<file path="src/rtl/fpu_mul_pipe.sv">
// fpu_mul_pipe: three-stage pipelined floating-point multiplier with valid/ready
// on both sides. Stage 1 unpacks and classifies, stage 2 multiplies the
// significands, stage 3 normalises, rounds to nearest-even and packs.
// Subnormal operands are flushed to zero and results never go subnormal.
// Optional build macro FPU_MUL_STICKY_FLAGS_EN turns o_flags into a sticky
// accumulator with a synchronous clear input i_flag_clr.
module fpu_mul_pipe #(
   parameter  int EXP_W     = 8,
   parameter  int MAN_W     = 23,
   localparam int SIZE_DATA = 1 + EXP_W + MAN_W
) (
   input  logic                 i_clk,
   input  logic                 i_rst_n,
   input  logic                 i_valid,
   output logic                 o_ready,
   input  logic [SIZE_DATA-1:0] i_a,
   input  logic [SIZE_DATA-1:0] i_b,
   output logic                 o_valid,
   input  logic                 i_ready,
   output logic [SIZE_DATA-1:0] o_mul,
   output logic [3:0]           o_flags
`ifdef FPU_MUL_STICKY_FLAGS_EN
   ,
   input  logic                 i_flag_clr
`endif
);

   localparam int EW = EXP_W + 2;       // exponent width with sign/overflow headroom
   localparam int PW = 2 * MAN_W + 2;   // full significand product width
   localparam logic [EW-1:0] BIAS    = EW'((1 << (EXP_W - 1)) - 1);
   localparam logic [EW-1:0] EXP_MAX = EW'((1 << EXP_W) - 1);

   typedef enum logic [1:0] {K_NUM, K_ZERO, K_INF, K_NAN} kind_t;

   logic en, in_fire, rst_done;

   assign en      = i_ready | ~o_valid;
   assign o_ready = en & rst_done;
   assign in_fire = i_valid & o_ready;

   // ---------------- stage 1: unpack / classify ----------------
   logic [EXP_W-1:0] exp_a, exp_b;
   logic [MAN_W-1:0] man_a, man_b;
   logic a_zero, b_zero, a_inf, b_inf, a_nan, b_nan, a_snan, b_snan;
   logic inf_zero;
   kind_t kind_in;
   logic  inv_in;

   assign exp_a  = i_a[SIZE_DATA-2 -: EXP_W];
   assign exp_b  = i_b[SIZE_DATA-2 -: EXP_W];
   assign man_a  = i_a[MAN_W-1:0];
   assign man_b  = i_b[MAN_W-1:0];
   assign a_zero = (exp_a == '0);          // subnormals flush to zero here
   assign b_zero = (exp_b == '0);
   assign a_inf  = (&exp_a) & (man_a == '0);
   assign b_inf  = (&exp_b) & (man_b == '0);
   assign a_nan  = (&exp_a) & (|man_a);
   assign b_nan  = (&exp_b) & (|man_b);
   assign a_snan = a_nan & ~man_a[MAN_W-1];
   assign b_snan = b_nan & ~man_b[MAN_W-1];
   assign inf_zero = (a_inf & b_zero) | (b_inf & a_zero);

   // Classify the operand pair into the special-case result it produces.
   always_comb begin
      // NOTE: every always_comb output gets a default first so no latch is inferred.
      kind_in = K_NUM;
      inv_in  = 1'b0;
      if (a_nan | b_nan | inf_zero) begin
         kind_in = K_NAN;
         inv_in  = a_snan | b_snan | inf_zero;
      end else if (a_inf | b_inf) begin
         kind_in = K_INF;
      end else if (a_zero | b_zero) begin
         kind_in = K_ZERO;
      end
   end

   logic             s1_valid, s1_sign, s1_inv;
   kind_t            s1_kind;
   logic [EW-1:0]    s1_exp;
   logic [MAN_W:0]   s1_man_a, s1_man_b;

   logic             s2_valid, s2_sign, s2_inv;
   kind_t            s2_kind;
   logic [EW-1:0]    s2_exp;
   logic [PW-1:0]    s2_prod;

   logic [3:0]       out_flags;

   // ---------------- stage 3: normalise / round / pack ----------------
   logic                 msb, guard, sticky, round_up;
   logic [PW-2:0]        frac;
   logic [MAN_W-1:0]     man_t;
   logic [MAN_W:0]       man_r;
   logic [EW-1:0]        exp_f;
   logic [SIZE_DATA-1:0] res;
   logic [3:0]           res_flags;

   assign msb      = s2_prod[PW-1];
   assign frac     = msb ? s2_prod[PW-2:0] : {s2_prod[PW-3:0], 1'b0};
   assign man_t    = frac[PW-2 -: MAN_W];
   assign guard    = frac[MAN_W];
   assign sticky   = |frac[MAN_W-1:0];
   assign round_up = guard & (sticky | man_t[0]);
   assign man_r    = {1'b0, man_t} + (MAN_W + 1)'(round_up);
   assign exp_f    = s2_exp + EW'(msb) + EW'(man_r[MAN_W]);

   // Select the packed result and its flags; range checks use the final exponent.
   always_comb begin
      res       = '0;
      res_flags = '0;
      case (s2_kind)
         K_NAN: begin
            res       = {1'b0, {EXP_W{1'b1}}, 1'b1, {(MAN_W - 1){1'b0}}};
            res_flags = {s2_inv, 3'b000};
         end
         K_INF:  res = {s2_sign, {EXP_W{1'b1}}, {MAN_W{1'b0}}};
         K_ZERO: res = {s2_sign, {(EXP_W + MAN_W){1'b0}}};
         default: begin
            if (!exp_f[EW-1] && exp_f >= EXP_MAX) begin
               res       = {s2_sign, {EXP_W{1'b1}}, {MAN_W{1'b0}}};
               res_flags = 4'b0101;
            end else if (exp_f[EW-1] || exp_f == '0) begin
               res       = {s2_sign, {(EXP_W + MAN_W){1'b0}}};
               res_flags = 4'b0011;
            end else begin
               res       = {s2_sign, exp_f[EXP_W-1:0], man_r[MAN_W-1:0]};
               res_flags = {3'b000, guard | sticky};
            end
         end
      endcase
   end

   // Input acceptance is held off until the first clock after reset release.
   always_ff @(posedge i_clk or negedge i_rst_n) begin
      if (!i_rst_n) rst_done <= 1'b0;
      else          rst_done <= 1'b1;
   end

   // Stage valid bits and the output register; all stages advance together on en.
   always_ff @(posedge i_clk or negedge i_rst_n) begin
      if (!i_rst_n) begin
         // NOTE: sequential state uses non-blocking assignments only.
         s1_valid  <= 1'b0;
         s2_valid  <= 1'b0;
         o_valid   <= 1'b0;
         o_mul     <= '0;
         out_flags <= '0;
      end else if (en) begin
         s1_valid <= in_fire;
         s2_valid <= s1_valid;
         o_valid  <= s2_valid;
         if (s2_valid) begin
            o_mul     <= res;
            out_flags <= res_flags;
         end
      end
   end

   // Stage payloads load only alongside a valid token.
   // NOTE: payload registers are qualified by the valid bits, so they need no reset.
   always_ff @(posedge i_clk) begin
      if (in_fire) begin
         s1_sign  <= i_a[SIZE_DATA-1] ^ i_b[SIZE_DATA-1];
         s1_kind  <= kind_in;
         s1_inv   <= inv_in;
         s1_exp   <= {2'b00, exp_a} + {2'b00, exp_b} - BIAS;
         s1_man_a <= {1'b1, man_a};
         s1_man_b <= {1'b1, man_b};
      end
      if (en && s1_valid) begin
         s2_sign <= s1_sign;
         s2_kind <= s1_kind;
         s2_inv  <= s1_inv;
         s2_exp  <= s1_exp;
         s2_prod <= PW'(s1_man_a) * PW'(s1_man_b);
      end
   end

`ifdef FPU_MUL_STICKY_FLAGS_EN
   logic [3:0] sticky_q;

   // Accumulate flags of transferred results; a same-cycle clear keeps only the new ones.
   always_ff @(posedge i_clk or negedge i_rst_n) begin
      if (!i_rst_n)                sticky_q <= '0;
      else if (o_valid && i_ready) sticky_q <= (i_flag_clr ? 4'b0000 : sticky_q) | out_flags;
      else if (i_flag_clr)         sticky_q <= '0;
   end

   assign o_flags = sticky_q;
`else
   assign o_flags = o_valid ? out_flags : 4'b0000;
`endif

endmodule
</file>
<file path="config.mk">
export PLATFORM = sky130hd
export DESIGN_NAME = fpu_mul_pipe
export DESIGN_NICKNAME = d
export VERILOG_FILES = /design/src/rtl/fpu_mul_pipe.sv
export SDC_FILE = /design/constraint.sdc
export NUM_CORES = 2
export LEC_CHECK = 0
export ABC_CLOCK_PERIOD_IN_PS = 13280
export BUFFER_PORTS_ARGS = -buffer_cell sky130_fd_sc_hd__buf_2
export CAP_MARGIN = 20
export CORE_MARGIN = 4
export CORE_UTILIZATION = 47
export DETAILED_ROUTE_END_ITERATION = 12
export SETUP_SLACK_MARGIN = 0.05
export SYNTH_ARGS = -nofsm -noshare
export SYNTH_HDL_FRONTEND = slang
export SYNTH_SLANG_ARGS = --single-unit
</file>
<file path="constraint.sdc">
create_clock -name i_clk -period 13.28 [get_ports i_clk]
set_clock_uncertainty 0.05 [all_clocks]
set_input_delay 2.656 -clock i_clk [delete_from_list [all_inputs] [get_ports i_clk]]
set_output_delay 2.656 -clock i_clk [all_outputs]
set_load 0.02 [all_outputs]
</file>
==> out/results.txt <==
Synth unique cells: 63
Outcome: finished clean
Crit path max fanout: 24
DR iter-0 viols: 1,312
Fmax: 125 MHz
Port buffer count: 105
Post-synth EDFFs: 122
Hold Path Class: flip-flop to flip-flop
Initial Utilization: 0.478
CTS resizes: 0
Synth-to-Final Area Change: 7.31%
Critical path launch point type: flip-flop
Synthesized Nets: 3,425
Worst-Margin Slew: 1200 ps
Slew Viols, Final: 0
Hold buffer count at CTS: 0
Worst skew pair latency: 460 ps
TritonCTS Buffers: 17
CP max stage delay: 1140 ps
Routed WL: 73,500 um
Syn avg cell area: 9.66 um^2
Min Tclk post-route: 8020 ps
Number of global-route vias before repair: 20,200
# setup viols final: 0
Wire length per cell: 21.3 um
DIE AREA: 59,000 um^2
First-pass GRT wire length: 116,000 um
Utilization after layout: 0.513
DP HPWL: 56,700 um
R2r startpoint: s1_man_b[4]$_DFFE_PP_
Synth async-reset ratio: 0.247
Pin count of the biggest net entering global routing: 63
Initial antenna violation count: 2
Kind of critical path: flip-flop to flip-flop
Vias: 18,700
# rows: 85
Worst path cell trace: nand2_1 > fa_1 > inv_1 > fa_1 > inv_1 > fa_1 > fa_1 > inv_1 > fa_1 > fa_1 > inv_1 > fa_1 > inv_1 > ha_1 > and3_1 > and3_1 > a221oi_2 > a31oi_1 > o31a_1 > a211o_1 > a21oi_2 > xnor2_1
Crit-path most repeated cell: fa_1
Rel. slew slack: 0.199
Clock Tree Root: clkbuf_16
Die W: 243 um
Gr usage total: 0.254
Synth Flop Type: edfxtp_1
Hold Violations, Final: 0
Fill cell count: 4,992
Share of post-route cells with drive strength above 1: 0.0710
Post-synthesis sequential area ratio: 0.180
Placed inst area: 27,200 um^2
Setup TNS: 0 ps
Yosys warning total: 0
I/O Pins: 106
GR Overflow Total: 0
# clock sinks: 162
Worst-path clk slew: 80 ps
Fin crit share: 0.604
Global Route met2 Usage: 0.415
Slowest stage cell, crit path: edfxtp_1
Required time worst endpoint: 13,430 ps
CTS tree: yes
Mapped Cells: 2,682
H-Tree Level Count: 4
RSZ-0062 raised after global routing: false
GR met3 Demand/Resource: 0.0420
CP startpoint: s1_man_b[4]$_DFFE_PP_
CP endpoint kind: flip-flop
Die H: 243 um
Routing usage on met1: 0.353
TritonRoute pass-1 iters: 5
Max-capacitance violation count: 0
Final instance area: 27,800 um^2
Yosys reg bits: 162
Final ANT Viol Nets: 0
Grt peak-use layer: met2
Fin nets: 3,477
# Post-CTS Setup Buffers: 0
Clock buffer depth: 2
Hold Startpoint: s1_exp[4]$_DFFE_PP_
Via-to-Cell Ratio: 5.42
Drc violations: 0
Core Area: 54,200 um^2
Cell area after synthesis: 25,900 um^2
Routability congestion estimate: 0.929
CP arrival: 8170 ps
## final timing paths
check | to | cells past startpoint | slack (ps)
max | s2_prod[40]$_DFFE_PP_ | 22 | 5260
min | s2_exp[4]$_DFFE_PP_ | 0 | 370
max reg2reg | s2_prod[40]$_DFFE_PP_ | 22 | 5260
min reg2reg | s2_exp[4]$_DFFE_PP_ | 0 | 370
max in group asynchronous | o_mul[16]$_DFFE_PN0P_ | 1 | 10310
min in group asynchronous | rst_done$_DFF_PN0_ | 1 | 2270
## registers in the layout, indices dropped and copies added, names as in the netlist
| register | cells |
|---|---|
| s2_prod | 48 |
| o_mul | 32 |
| s1_man_a | 23 |
| s1_man_b | 23 |
| s1_exp | 10 |
| s2_exp | 10 |
| out_flags | 4 |
| s1_kind | 2 |
| s2_kind | 2 |
| o_valid | 1 |
| rst_done | 1 |
| s1_inv | 1 |
| s1_sign | 1 |
| s1_valid | 1 |
| s2_inv | 1 |
| s2_sign | 1 |
| s2_valid | 1 |
## routing by layer
layer  routed length, um  share of wire  vias up
met2               34600           0.47      726
met1               31400           0.43     9478
met4                2280          0.031        0
li1                    -              -     8339
met3                5220          0.071      122
met5                   0              0        -
## final cells by class
type                       instances  area, um^2  share of cell area
sequential                       162        4660               0.168
inverter                         598        2240              0.0807
antenna                            1        2.50           0.0000900
multi-input combinational       1810       18600               0.667
clock inverter                    15         199             0.00715
tap                              696         871              0.0313
clock buffer                      17         425              0.0153
timing repair buffer             145         848              0.0305
## cell usage in the layout, fill, tap and decap left out, types with 4 or more instances in the layout
| cell | synthesis | routed |
|---|---|---|
| a211oi_1 | 9 | 9 |
| a21o_1 | 32 | 32 |
| a21oi_1 | 63 | 63 |
| a22o_1 | 22 | 22 |
| a311o_1 | 4 | 4 |
| a31oi_1 | 12 | 12 |
| and2_1 | 256 | 255 |
| and3_1 | 15 | 14 |
| and4_1 | 6 | 6 |
| buf_2 | 5 | 105 |
| buf_4 | 1 | 37 |
| clkbuf_16 | 0 | 17 |
| clkinv_8 | 0 | 6 |
| dfrtp_1 | 40 | 40 |
| edfxtp_1 | 122 | 122 |
| fa_1 | 484 | 484 |
| ha_1 | 191 | 191 |
| inv_1 | 595 | 595 |
| mux2_2 | 7 | 7 |
| mux2i_1 | 18 | 18 |
| nand2_1 | 324 | 324 |
| nand2b_1 | 8 | 8 |
| nand3_1 | 31 | 31 |
| nand4_1 | 13 | 13 |
| nor2_1 | 75 | 75 |
| nor2b_1 | 17 | 17 |
| nor3_1 | 14 | 14 |
| nor4_1 | 24 | 24 |
| o21a_1 | 5 | 5 |
| o21ai_0 | 41 | 41 |
| o21bai_1 | 13 | 13 |
| o31ai_1 | 4 | 4 |
| xnor2_1 | 37 | 37 |
| xor2_1 | 36 | 36 |
## cells in the mapped netlist, types with 32 or more instances
library cell	count	area, um^2
inv_1	595	2230
edfxtp_1	122	3660
dfrtp_1	40	1000
ha_1	191	2390
nor2_1	75	282
a21o_1	32	240
clkbuf_1	99	372
o21ai_0	41	205
and2_1	256	1600
xnor2_1	37	324
fa_1	484	9690
nand2_1	324	1220
xor2_1	36	315
a21oi_1	63	315
## cells by family (layout without fill, tap and decap cells)
family / count (synthesis) / in the layout / synth area share
buffers and inverters: 710 / 775 / 0.104
AOI/OAI and AO/OA: 235 / 235 / 0.0606
other: 1 / 2 / 0.000145
and+or+nand+nor: 801 / 801 / 0.154
DFF: 162 / 162 / 0.180
xor gates and xnor gates: 73 / 73 / 0.0247
adders and majority gates: 675 / 675 / 0.466
muxes: 25 / 25 / 0.00999
## per-stage QoR
step / hold slack, ps / setup WS, ps / cells
CTS: 361 / 5300 / 3441
floorplan: 350 / 6360 / 2682
global route: 370 / 4980 / 3443
detailed placement: 355 / 5310 / 3409
global placement: 352 / 5440 / 3408
finish: 366 / 5260 / 3444
## worst max-delay path: cells and delay by family (launching register included)
| family | cells | cell delay, ps |
|---|---|---|
| fa+ha+maj | 8 | 4010 |
| compound gates | 5 | 1540 |
| flops | 1 | 1140 |
| simple gates | 3 | 620 |
| buf+inv | 5 | 310 |
| xor+xnor | 1 | 80 |
Power is not shown: default switching activity piles up to over one toggle a cycle in this logic, so the estimate is an artifact.
